`src/rtl/fifo_uart_tx_pkg.sv`:
```
// rtl/fifo_uart_tx_pkg.sv - shared state encodings and UART constants for fifo_uart_tx
package fifo_uart_tx_pkg;

  localparam logic [2:0] ST_IDLE   = 3'd0;
  localparam logic [2:0] ST_POP    = 3'd1;
  localparam logic [2:0] ST_LOAD   = 3'd2;
  localparam logic [2:0] ST_START  = 3'd3;
  localparam logic [2:0] ST_DATA   = 3'd4;
  localparam logic [2:0] ST_PARITY = 3'd5;
  localparam logic [2:0] ST_STOP   = 3'd6;

  localparam int   UART_DATA_BITS  = 8;
  localparam logic UART_IDLE_LEVEL = 1'b1;

  typedef enum logic [2:0] {
    IDLE   = ST_IDLE,
    POP    = ST_POP,
    LOAD   = ST_LOAD,
    START  = ST_START,
    DATA   = ST_DATA,
    PARITY = ST_PARITY,
    STOP   = ST_STOP
  } state_e;

endpackage

```
`src/rtl/uart_baud_gen.sv`:
```
// rtl/uart_baud_gen.sv - bit-period counter; tick marks the last rclk cycle of each bit
module uart_baud_gen #(
  parameter int CLKS_PER_BIT = 16
) (
  input  logic rclk,
  input  logic reset,
  input  logic clear,
  output logic tick
);

  localparam int            CW   = (CLKS_PER_BIT > 1) ? $clog2(CLKS_PER_BIT) : 1;
  localparam logic [CW-1:0] LAST = CW'(CLKS_PER_BIT - 1);

  logic [CW-1:0] baud_cnt_q;
  logic [CW-1:0] baud_cnt_d;

  always_comb begin
    baud_cnt_d = baud_cnt_q;
    if (clear || (baud_cnt_q == LAST)) begin
      baud_cnt_d = '0;
    end else begin
      baud_cnt_d = baud_cnt_q + 1'b1;
    end
  end

  always_ff @(posedge rclk or posedge reset) begin
    if (reset) begin
      baud_cnt_q <= '0;
    end else begin
      baud_cnt_q <= baud_cnt_d;
    end
  end

  assign tick = !clear && (baud_cnt_q == LAST);

endmodule

```
`src/rtl/fifo_uart_tx.sv`:
```
// rtl/fifo_uart_tx.sv - FIFO-draining 8N1/8N2 UART transmitter on rclk
// Optional even parity bit (8E1/8E2) when FIFO_UART_TX_PARITY_EN is defined.
module fifo_uart_tx
  import fifo_uart_tx_pkg::*;
#(
  parameter int CLKS_PER_BIT = 16,
  parameter int STOP_BITS    = 1
) (
  input  logic       rclk,
  input  logic       reset,
  input  logic       enable,
  input  logic       fifo_empty,
  input  logic [7:0] fifo_rdata,
  output logic       fifo_read_en,
  output logic       tx,
  output logic       busy,
  output logic       byte_done
);

  localparam logic [2:0] LAST_BIT  = 3'(UART_DATA_BITS - 1);
  localparam logic       STOP_LAST = (STOP_BITS == 2);

  state_e     state_q, state_d;
  logic [7:0] shreg_q, shreg_d;
  logic [2:0] bit_idx_q, bit_idx_d;
  logic       stop_idx_q, stop_idx_d;
  logic       tick;
  logic       baud_clear;
`ifdef FIFO_UART_TX_PARITY_EN
  logic       par_q, par_d;
`endif

  // Holding the counter clear until START guarantees a full-length start bit.
  assign baud_clear = (state_q == IDLE) || (state_q == POP) || (state_q == LOAD);

  uart_baud_gen #(.CLKS_PER_BIT(CLKS_PER_BIT)) u_baud (
    .rclk  (rclk),
    .reset (reset),
    .clear (baud_clear),
    .tick  (tick)
  );

  always_comb begin
    state_d    = state_q;
    shreg_d    = shreg_q;
    bit_idx_d  = bit_idx_q;
    stop_idx_d = stop_idx_q;
    byte_done  = 1'b0;
`ifdef FIFO_UART_TX_PARITY_EN
    par_d      = par_q;
`endif
    case (state_q)
      IDLE: if (enable && !fifo_empty) state_d = POP;
      POP:  state_d = LOAD;
      LOAD: begin
        shreg_d    = fifo_rdata;
        bit_idx_d  = '0;
        stop_idx_d = 1'b0;
`ifdef FIFO_UART_TX_PARITY_EN
        par_d      = ^fifo_rdata;
`endif
        state_d    = START;
      end
      START: if (tick) state_d = DATA;
      DATA: begin
        if (tick) begin
          shreg_d   = shreg_q >> 1;
          bit_idx_d = bit_idx_q + 3'd1;
          if (bit_idx_q == LAST_BIT) begin
`ifdef FIFO_UART_TX_PARITY_EN
            state_d = PARITY;
`else
            state_d = STOP;
`endif
          end
        end
      end
`ifdef FIFO_UART_TX_PARITY_EN
      PARITY: if (tick) state_d = STOP;
`endif
      STOP: begin
        if (tick) begin
          if (stop_idx_q == STOP_LAST) begin
            byte_done  = 1'b1;
            stop_idx_d = 1'b0;
            state_d    = (enable && !fifo_empty) ? POP : IDLE;
          end else begin
            stop_idx_d = 1'b1;
          end
        end
      end
      default: state_d = IDLE;
    endcase
  end

  always_ff @(posedge rclk or posedge reset) begin
    if (reset) begin
      state_q    <= IDLE;
      shreg_q    <= '0;
      bit_idx_q  <= '0;
      stop_idx_q <= 1'b0;
`ifdef FIFO_UART_TX_PARITY_EN
      par_q      <= 1'b0;
`endif
    end else begin
      state_q    <= state_d;
      shreg_q    <= shreg_d;
      bit_idx_q  <= bit_idx_d;
      stop_idx_q <= stop_idx_d;
`ifdef FIFO_UART_TX_PARITY_EN
      par_q      <= par_d;
`endif
    end
  end

  always_comb begin
    tx = UART_IDLE_LEVEL;
    case (state_q)
      START:  tx = 1'b0;
      DATA:   tx = shreg_q[0];
`ifdef FIFO_UART_TX_PARITY_EN
      PARITY: tx = par_q;
`endif
      default: tx = UART_IDLE_LEVEL;
    endcase
  end

  assign fifo_read_en = (state_q == POP);
  assign busy         = (state_q != IDLE);

endmodule
```
`config.mk`:
```
export PLATFORM = sky130hd
export DESIGN_NAME = fifo_uart_tx
export DESIGN_NICKNAME = d
export VERILOG_FILES = /design/src/rtl/fifo_uart_tx_pkg.sv /design/src/rtl/uart_baud_gen.sv /design/src/rtl/fifo_uart_tx.sv
export SDC_FILE = /design/constraint.sdc
export NUM_CORES = 1
export LEC_CHECK = 0
export BUFFER_PORTS_ARGS = -buffer_cell sky130_fd_sc_hd__buf_2
export CAP_MARGIN = 0
export CORE_UTILIZATION = 40
export CTS_CLUSTER_SIZE = 25
export DETAILED_ROUTE_END_ITERATION = 6
export HOLD_SLACK_MARGIN = 0.05
export SLEW_MARGIN = 40
export SYNTH_ARGS = -nofsm -noshare
export SYNTH_HDL_FRONTEND = slang
export SYNTH_SLANG_ARGS = --single-unit
export TNS_END_PERCENT = 10
```
`constraint.sdc`:
```
create_clock -name rclk -period 2.68 [get_ports rclk]
set_clock_uncertainty 0.1 [all_clocks]
set_input_delay 0.536 -clock rclk [delete_from_list [all_inputs] [get_ports rclk]]
set_output_delay 0.536 -clock rclk [all_outputs]
set_load 0.05 [all_outputs]
```
# Word-level counts from Yosys, hierarchy flattened

Cells that the tools add are included.

Add/sub/neg operators: 2
Multipliers: 0
Div/mod/pow operators: 0
Magnitude comparators: 0
Equality and inequality tests: 13
Shift-type cells: 0
Muxes and demuxes: 20
Bitwise operators: 0
Reductions and logical operators: 14

Operators by type and width:

| kind                                           | number |
|---|---|
| 2-to-1 mux 3 bit                               | 7 |
| case mux 3 bit (6 select lines)                | 1 |
| case mux 8 bit (2 select lines)                | 1 |
| != test 2 bit (second input constant)          | 5 |
| == test 3 bit (second input constant)          | 3 |
| 2-to-1 mux 8 bit                               | 1 |
| == test 3 x 2 -> 1 bit (second input constant) | 2 |
| 2-to-1 mux 1 bit                               | 6 |
| case mux 3 bit (2 select lines)                | 1 |
| AND reduction 6 bit                            | 1 |
| adder 4 x 1 -> 4 bit (second input constant)   | 1 |
| == test 4 bit (second input constant)          | 1 |
| 2-to-1 mux 4 bit                               | 1 |
| case mux 1 bit (2 select lines)                | 2 |
| AND reduction 2 bit                            | 2 |
| nonzero test 2 bit                             | 2 |
| adder 3 x 1 -> 3 bit (second input constant)   | 1 |
| == test 3 x 1 -> 1 bit (second input constant) | 1 |
| logical NOT 3 bit                              | 1 |
| logical OR 1 bit                               | 3 |
| nonzero test 3 bit                             | 1 |
| logical AND 1 bit                              | 2 |
| logical NOT 1 bit                              | 2 |
| != test 2 x 1 -> 1 bit (second input constant) | 1 |

Register bits after elaboration: 19
Bits in latches: 0
Bits in writable memories: 0
Memory bits (read-only): 0
Output and inout port bits: 4
Logic and storage cells: 54
Memories kept: 0

# Depth between registers and ports, before layout

Gate-level depths: netlist of the first run.

Word-level depth: 7
Mapped depth: 7
Depth with buffers taken out: 6

# Cells and area by module

From an unflattened synthesis of the first run, not the netlist that was laid out.

Cells, all modules: 92
Area total of the unflattened synthesis: 1064.8 µm²

Modules (own cells, without submodules):

| module        | times used | cells each | area each (µm²) | sequential area each (µm²) |
|---|---|---|---|---|
| fifo_uart_tx  | 1          | 77         | 887.1           | 375.4 |
| uart_baud_gen | 1          | 15         | 177.7           | 100.1 |

# Worst setup path before layout of the first run

No wires, ideal clock.

Kind: reg2out
Start: register state_q[2]
End: output fifo_read_en
Arrival time: 1.774 ns
Setup slack: 0.270 ns
Cell stages (with the launch flop): 3
Cell sequence: dfrtp_1 > clkbuf_1 > nor3b_1

Word-level cells in the longest chain between the ends: 1

RTL lines:

| item                   | line                | source |
|---|---|---|
| start, declared        | fifo_uart_tx.sv:23  | `state_e state_q, state_d;` |
| start signal, assigned | fifo_uart_tx.sv:106 | `state_q <= state_d;` |
| == test 3 x 1 -> 1 bit | fifo_uart_tx.sv:128 | `assign fifo_read_en = (state_q == POP);` |
| end, declared          | fifo_uart_tx.sv:14  | `output logic fifo_read_en,` |

No other way between the ends.

# Worst setup path in the final report of the first run

Start: register state_q[1]
End: output byte_done

Word-level cells in the longest chain between the ends: 7
Elaborated cells between the ends (all ways): 10
Those cells by class: 3 x eq/ne; 2 x mux; 5 x reduce/logical

RTL lines:

| item                                                               | line                | source |
|---|---|---|
| == test 3 x 1 -> 1 bit / logical NOT 3 bit (equally long branches) | fifo_uart_tx.sv:34  | `assign baud_clear = (state_q == IDLE) \|\| (state_q == POP) \|\| (state_q == LOAD);` |
| logical OR 1 bit (2 in a row)                                      | fifo_uart_tx.sv:34  |  |
| logical NOT 1 bit                                                  | uart_baud_gen.sv:34 | `assign tick = !clear && (baud_cnt_q == LAST);` |
| logical AND 1 bit                                                  | uart_baud_gen.sv:34 |  |
| 2-to-1 mux 1 bit                                                   | fifo_uart_tx.sv:82  | `if (tick) begin` |
| 2-to-1 mux 1 bit *                                                 | fifo_uart_tx.sv:52  | `case (state_q)` |
| end, declared                                                      | fifo_uart_tx.sv:17  | `output logic byte_done` |

Mark *: on every way between the ends. The rest lies on a longest branch, timed or not.

==> summary.md, run 1 <==
| Metric | Value |
|---|---|
| Startpoint Class | flop |
| Required time of the critical path | 2.04 ns |
| Worst path arrival time | 1.79 ns |
| Sequential cell area fraction in the yosys report | 47.0% |
| Synthesis Warnings | 0 |
| Synth Instances | 104 |
| Routed wire length | 1.86 mm |
| Setup WS post-layout | 0.258 ns |
| TritonCTS clock tree | done |
| PortBufs | 15 |
| Initial DRC Count | 4 |
| Layout area overhead | 10.0% |
| Net count after synthesis | 119 |
| Routing usage on met3 | 5.80% |
| Largest net degree at the start of global routing | 20 |
| All-Layer GR Usage | 16.0% |
| Fin crit share | 90.4% |
| CTS resizes | 0 |
| Worst r2r path cells | 4 |
| Layout cell share with drive strength beyond 1 | 21.2% |
| Max VDD drop | about 0.00037 V |
| Ports | 16 |
| Final HPWL from detailed placement | roughly 1.3 mm |
| Highest clock rate | just over 0.4 GHz |
| Clock buffer count from CTS | 3 |
| Core ar. | 2300 µm² |
| Post-Route Setup TNS | 0 ns |
| Post-CTS Setup Bufs | 0 |
| Leakage | a little over 0.6 nW |
| Met2 GRT Util | 28.0% |
| Synth cell types | 30 |
| Antenna-violating nets left | 0 |
| GRT met1 Usage | between 10% and 20% |
| Final hold vios | 0 |
| Number of vias per cell | approximately 5.3 |
| Post-layout util | 48.4% |
| Htree depth | 1 |
| Max-cap viol count | 0 |
| Status | completed |
| Chip Width | approximately 52 µm |
| CTS Sinks | 19 |
| First-pass GRT wire length | approximately 3.2 mm |
| Setup crit end kind | output pin |
| Mapped Area | about 1000 µm² |
| Drt pass-1 iters | 4 |
| Vias in the first global route | 758 |
| Final hold slack | around 0.14 ns |
| Worst-Margin Slew | between 0.6 and 0.7 ns |
| Top fanout value on the critical path | 13 |
| Die height | 52.3 µm |
| Worst-skew pair later-pin latency | 0.29 ns |
| Syn avg cell area | 9.72 µm² |
| Initial antenna violation count | 0 |
| Clock slew at reported path FFs | between 0.1 and 0.15 ns |
| Final net count | 134 |
| Via count | 772 |
| Full die area | 2730 µm² |
| Power Dens Cells | 415 nW/µm² |
| Total grt overflow | 0 |
| Synth Register Bits | 19 |
| DRC viols | 0 |
| Synth top area share | 47.0% |
| Final Max Tran Viols | 0 |
| Synth area leader | dfrtp_1 |
| Fill cells | approximately 220 |
| Dpl ws | between 0.6 and 0.7 ns |
| CTS Buffer Depth | 2 |
| CP Class | flop to output pin |
| Minimum clock period after layout | 2.42 ns |
| # setup viols final | 0 |
| Avg WL per Cell | 12.7 µm |
| Root Driver | clkbuf_4 |
| Unrepaired setup endpoints after global routing | false |
| Grt peak-use layer | met2 |
| Worst slew margin | 54.6% |
| Routability Congestion | 0.845 |
| Class of the worst hold path | primary input to asynchronous set/reset pin |
| Final antenna diode count | 0 |
| Initial Util | roughly 44% |
| Synth top area cells | dfrtp_1, nand2_1, mux2i_1, o21ai_1, ha_1 |
| FP Rows | 17 |
| Hold buffer count at CTS | 0 |
## cells by family (layout without fill, tap and decap cells)
kind of cell    count (synthesis)  in the layout  share of synthesized area, %
mux                             7              7                          6.93
fa+ha+maj                       3              3                          3.71
simple gates                   39             39                          19.6
buf+inv                        10             24                          5.82
compound gates                 24             24                          15.2
flops                          19             19                          47.0
xor+xnor                        2              2                          1.73
## worst max-delay path, cell delays in order (launching register included)
cell and delay [ns]:
dfrtp_1 0.66, inv_1 0.21, nor2_1 0.17, and4_1 0.19
buf_2 0.26
## final timing paths
check                           slack [ns]                    to            startpoint
min in group rclk                     0.38  u_baud.baud_cnt_q[0]  u_baud.baud_cnt_q[0]
worst max-delay path                  0.26             byte_done            state_q[1]
worst min-delay path                  0.14            shreg_q[3]                 reset
worst min register to register        0.38  u_baud.baud_cnt_q[0]  u_baud.baud_cnt_q[0]
max in group asynchronous             2.01  u_baud.baud_cnt_q[1]                 reset
worst max register to register        0.86          bit_idx_q[2]            state_q[2]
## layer usage
metal  share of wire (%)  up-vias
met2                  47       14
met5                   0        -
met1                  48      365
met4                0.65        0
li1                    -      391
met3                 3.7        2
## Yosys cell counts
cell,n
nand2_1,20
dfrtp_1,19
o21ai_1,9
mux2i_1,7
nand3_1,5
a21oi_1,4
inv_1,4
nor3_1,4
ha_1,3
nor2_1,3
o21ai_0,3
a31oi_1,2
buf_2,2
buf_6,2
nor3b_1,2
a22oi_4,1
a2bb2oi_1,1
and3_4,1
and4_1,1
buf_4,1
clkbuf_1,1
nand2b_1,1
nor2_2,1
nor3b_4,1
o21ai_2,1
o22ai_1,1
o311ai_1,1
o31ai_1,1
xnor2_1,1
xor2_1,1
## state kept, by name (all words and copies together), names as in the netlist
register	cells
shreg_q	8
u_baud.baud_cnt_q	4
bit_idx_q	3
state_q	3
stop_idx_q	1
## where the power goes
| group | total (mW) | switching [mW] | leakage (nW) | internal [mW] |
|---|---|---|---|---|
| Combinational | 0.0234 | 0.0137 | 0.379 | 0.00975 |
| Clock | 0.144 | 0.0888 | 0.0177 | 0.0555 |
| Sequential | 0.293 | 0.00237 | 0.223 | 0.291 |
| Total | 0.461 | 0.105 | 0.621 | 0.356 |
## layout by cell type, fill, tap and decap left out
master and n:
xnor2_1 1, buf_4 1, a31oi_1 2, dfrtp_1 19, nor2_1 3, and4_1 1
nor3b_1 2, nand2b_1 1, clkbuf_4 3, xor2_1 1, o22ai_1 1, o31ai_1 1
o21ai_0 3, mux2i_1 7, buf_2 15, and3_4 1, clkinv_1 1, nor3_1 4
clkinv_2 1, o311ai_1 1, ha_1 3, o21ai_2 1, nand2_1 20, a2bb2oi_1 1
inv_1 3, nor2_2 1, a22oi_4 1, a21oi_1 4, o21ai_1 9, nor3b_4 1
nand3_1 5
## through the flow
step / area, µm² / total power, mW / cells
floorplan: 1010 / 0.311 / 104
global placement: 1080 / 0.322 / 142
detailed placement: 1080 / 0.323 / 142
CTS: 1110 / 0.471 / 146
global route: 1110 / 0.479 / 146
finish: 1110 / 0.461 / 146
## final cells by class
class / count / area (µm²) / area share, %
clock buffers: 3 / 22.5 / 2.02
clock inverters: 1 / 5.00 / 0.450
inverters: 4 / 15.0 / 1.35
multi-input cells: 75 / 477 / 42.9
flip-flops and latches: 19 / 475 / 42.7
well taps: 28 / 35.0 / 3.15
repair buffers: 16 / 82.6 / 7.42
Power figures use the tool's default switching activity.
==> run 2, diff against run 1 <==
--- a/config.mk
+++ b/config.mk
@@ -7,6 +7,8 @@
 export LEC_CHECK = 0
 export BUFFER_PORTS_ARGS = -buffer_cell sky130_fd_sc_hd__buf_2
 export CAP_MARGIN = 0
+export CORE_ASPECT_RATIO = 1.5
+export CORE_MARGIN = 3
 export CORE_UTILIZATION = 40
 export CTS_CLUSTER_SIZE = 25
 export DETAILED_ROUTE_END_ITERATION = 6
==> run 2 against run 1 <==
  * Total power decreased by 1.3%
  * Sequential share of layout area up 0.29 points
  * Via count is 2.7% lower
  * Sequential power hardly changed
  * Setup slack better by 0.025 ns
  * Cell count fell by 3.4%
  * Critical endpoint unchanged
  * Highest routed layer unchanged
==> summary.md, run 2 (synthesis gave the netlist of run 1 again) <==
| Metric | Value |
|---|---|
| Status | completed |
| Post-route design area | 1100 µm² (-0.68%) |
| Worst-Margin Slew | 0.704 ns (+0.0267 ns) |
| FP Rows | 21 (+4) |
| Power Dens Cells | 412 nW/µm² (-0.58%) |
| Initial Util | 43.7% (-0.29 points) |
| TritonCTS clock tree | done |
| Unrepaired setup endpoints after global routing | false |
| Vias in the first global route | 694 (-8.4%) |
| Worst path arrival time | 1.76 ns (-0.03 ns) |
| Layout area overhead | 9.28% |
| CTS resizes | 0 (unchanged) |
| Initial antenna violation count | 0 (unchanged) |
| Routed wire length | 1.77 mm (-4.8%) |
| Initial DRC Count | 24 (+20) |
| CTS Sinks | 19 (unchanged) |
| Post-CTS Setup Bufs | 0 (unchanged) |
| Required time of the critical path | 2.04 ns (about the same) |
| Full die area | 3180 µm² (+16%) |
| Max VDD drop | 0.000216 V (-42%) |
| Core ar. | 2310 µm² (+0.65%) |
| Total grt overflow | 0 (unchanged) |
| Leakage | 0.622 nW (+0.17%) |
| Via count | 751 (-2.7%) |
| Antenna-violating nets left | 0 (unchanged) |
| Number of vias per cell | 5.33 (+0.73%) |
| Hold buffer count at CTS | 0 (unchanged) |
| Ports | 16 (unchanged) |
| Top fanout value on the critical path | 13 (unchanged) |
| Worst r2r dst | shreg_q[4] |
| Final Max Tran Viols | 0 (unchanged) |
| Minimum clock period after layout | 2.40 ns (-0.0250 ns) |
| Layout cell share with drive strength beyond 1 | 20.3% (-0.85 points) |
| Top Registers | shreg_q (8), u_baud.baud_cnt_q (4) |
| Final hold vios | 0 (unchanged) |
| Worst-skew pair later-pin latency | 0.29 ns (about the same) |
| Final HPWL from detailed placement | 1.34 mm (+2.7%) |
| Commonest non-fill, non-tap cell in the layout | nand2_1 |
| Largest register by flop count | shreg_q |
| Post-Route Setup TNS | 0 ns (unchanged) |
| Post-layout util | 47.8% (-0.64 points) |
| Htree depth | 1 (unchanged) |
| # setup viols final | 0 (unchanged) |
| Root Driver | clkbuf_4 |
| DRC viols | 0 (unchanged) |
| Max-cap viol count | 0 (unchanged) |
| Worst R2R Setup Slack | 0.89 ns (+0.03 ns) |
| Drt pass-1 iters | 4 (unchanged) |
| Avg WL per Cell | 12.5 µm (-1.4%) |
| First-pass GRT wire length | 2.97 mm (-6.9%) |
| CTS Buffer Depth | 2 (unchanged) |
| Largest net degree at the start of global routing | 20 (unchanged) |
| Highest clock rate | 0.417 GHz (+1.0%) |
| Final antenna diode count | 0 (unchanged) |
| Setup WS post-layout | 0.283 ns (+0.0250 ns) |
| Most frequent cells in the layout | nand2_1, dfrtp_1, buf_2, o21ai_1, mux2i_1 |
| Power Total | 0.455 mW (-1.3%) |
| Number of flip-flops in the largest register | 8 (unchanged) |
| Clock buffer count from CTS | 3 (unchanged) |
| PortBufs | 15 (unchanged) |
| Dpl ws | 0.617 ns (-0.00203 ns) |
| Chip Width | 47.1 µm (-10%) |
| Clock slew at reported path FFs | 0.10 ns (about the same) |
| Setup crit end kind | output pin |
| Final net count | 134 (unchanged) |
| Startpoint Class | flop |
| Fin crit share | 89.4% (-0.93 points) |
| All-Layer GR Usage | 12.6% (-3.3 points) |
| Placed instance area | 1080 µm² (-0.58%) |
| Routability Congestion | 0.775 (-8.2%) |
| Critical Path End | byte_done |
| Worst slew margin | 53.0% (-1.5 points) |
| Reg-to-Reg Start | state_q[2] |
| CP Class | flop to output pin |
| Beginning of the critical path | state_q[1] |
| Worst r2r path cells | 4 (unchanged) |
| Die height | 67.6 µm (+29%) |
| Class of the worst hold path | primary input to asynchronous set/reset pin |
## run 2: through the flow
stage | cells | hold WS (ns)
2_1_floorplan | 104 | 0.341
3_3_place_gp | 137 | 0.357
3_5_place_dp | 137 | 0.366
4_1_cts | 141 | 0.256
5_1_grt | 141 | 0.296
6_report | 141 | 0.237
## run 2: cell type report
class                   instances  area [µm²]
fillers                       229        1210
multi-input cells              75         477
flip-flops and latches         19         475
repair buffers                 16        82.6
well taps                      23        28.8
clock buffers                   4        26.3
inverters                       4        15.0
## run 2: report_power, final
part | switching, mW | internal [mW] | leakage (nW)
clock | 0.0809 | 0.0578 | 0.0150
sequential | 0.00235 | 0.291 | 0.223
combinational | 0.0137 | 0.00971 | 0.383
total | 0.0969 | 0.359 | 0.622
## run 2: layer usage
metal | GRT usage [%] | vias to the layer above | wire length [µm]
met4 | 5.19 | 0 | 25
li1 | - | 395 | -
met1 | 17.3 | 340 | 819
met5 | 0 | - | 0
met3 | 1.60 | 4 | 57
met2 | 19.6 | 12 | 867
## run 2: worst min path at each step
| stage | from | end | cells past startpoint |
|---|---|---|---|
| after global placement | u_baud.baud_cnt_q[0] | u_baud.baud_cnt_q[0] | 1 |
| after detailed placement | u_baud.baud_cnt_q[0] | u_baud.baud_cnt_q[0] | 1 |
| after floorplan | u_baud.baud_cnt_q[0] | u_baud.baud_cnt_q[0] | 1 |
| after CTS | reset | u_baud.baud_cnt_q[2] | 2 |
| final | reset | u_baud.baud_cnt_q[2] | 2 |
| after global routing | reset | u_baud.baud_cnt_q[1] | 2 |
## run 2: critical path, stage by stage (launching register included)
cell and delay, ns:
dfrtp_1 0.65, inv_1 0.19, nor2_1 0.17, and4_1 0.20, buf_2 0.26
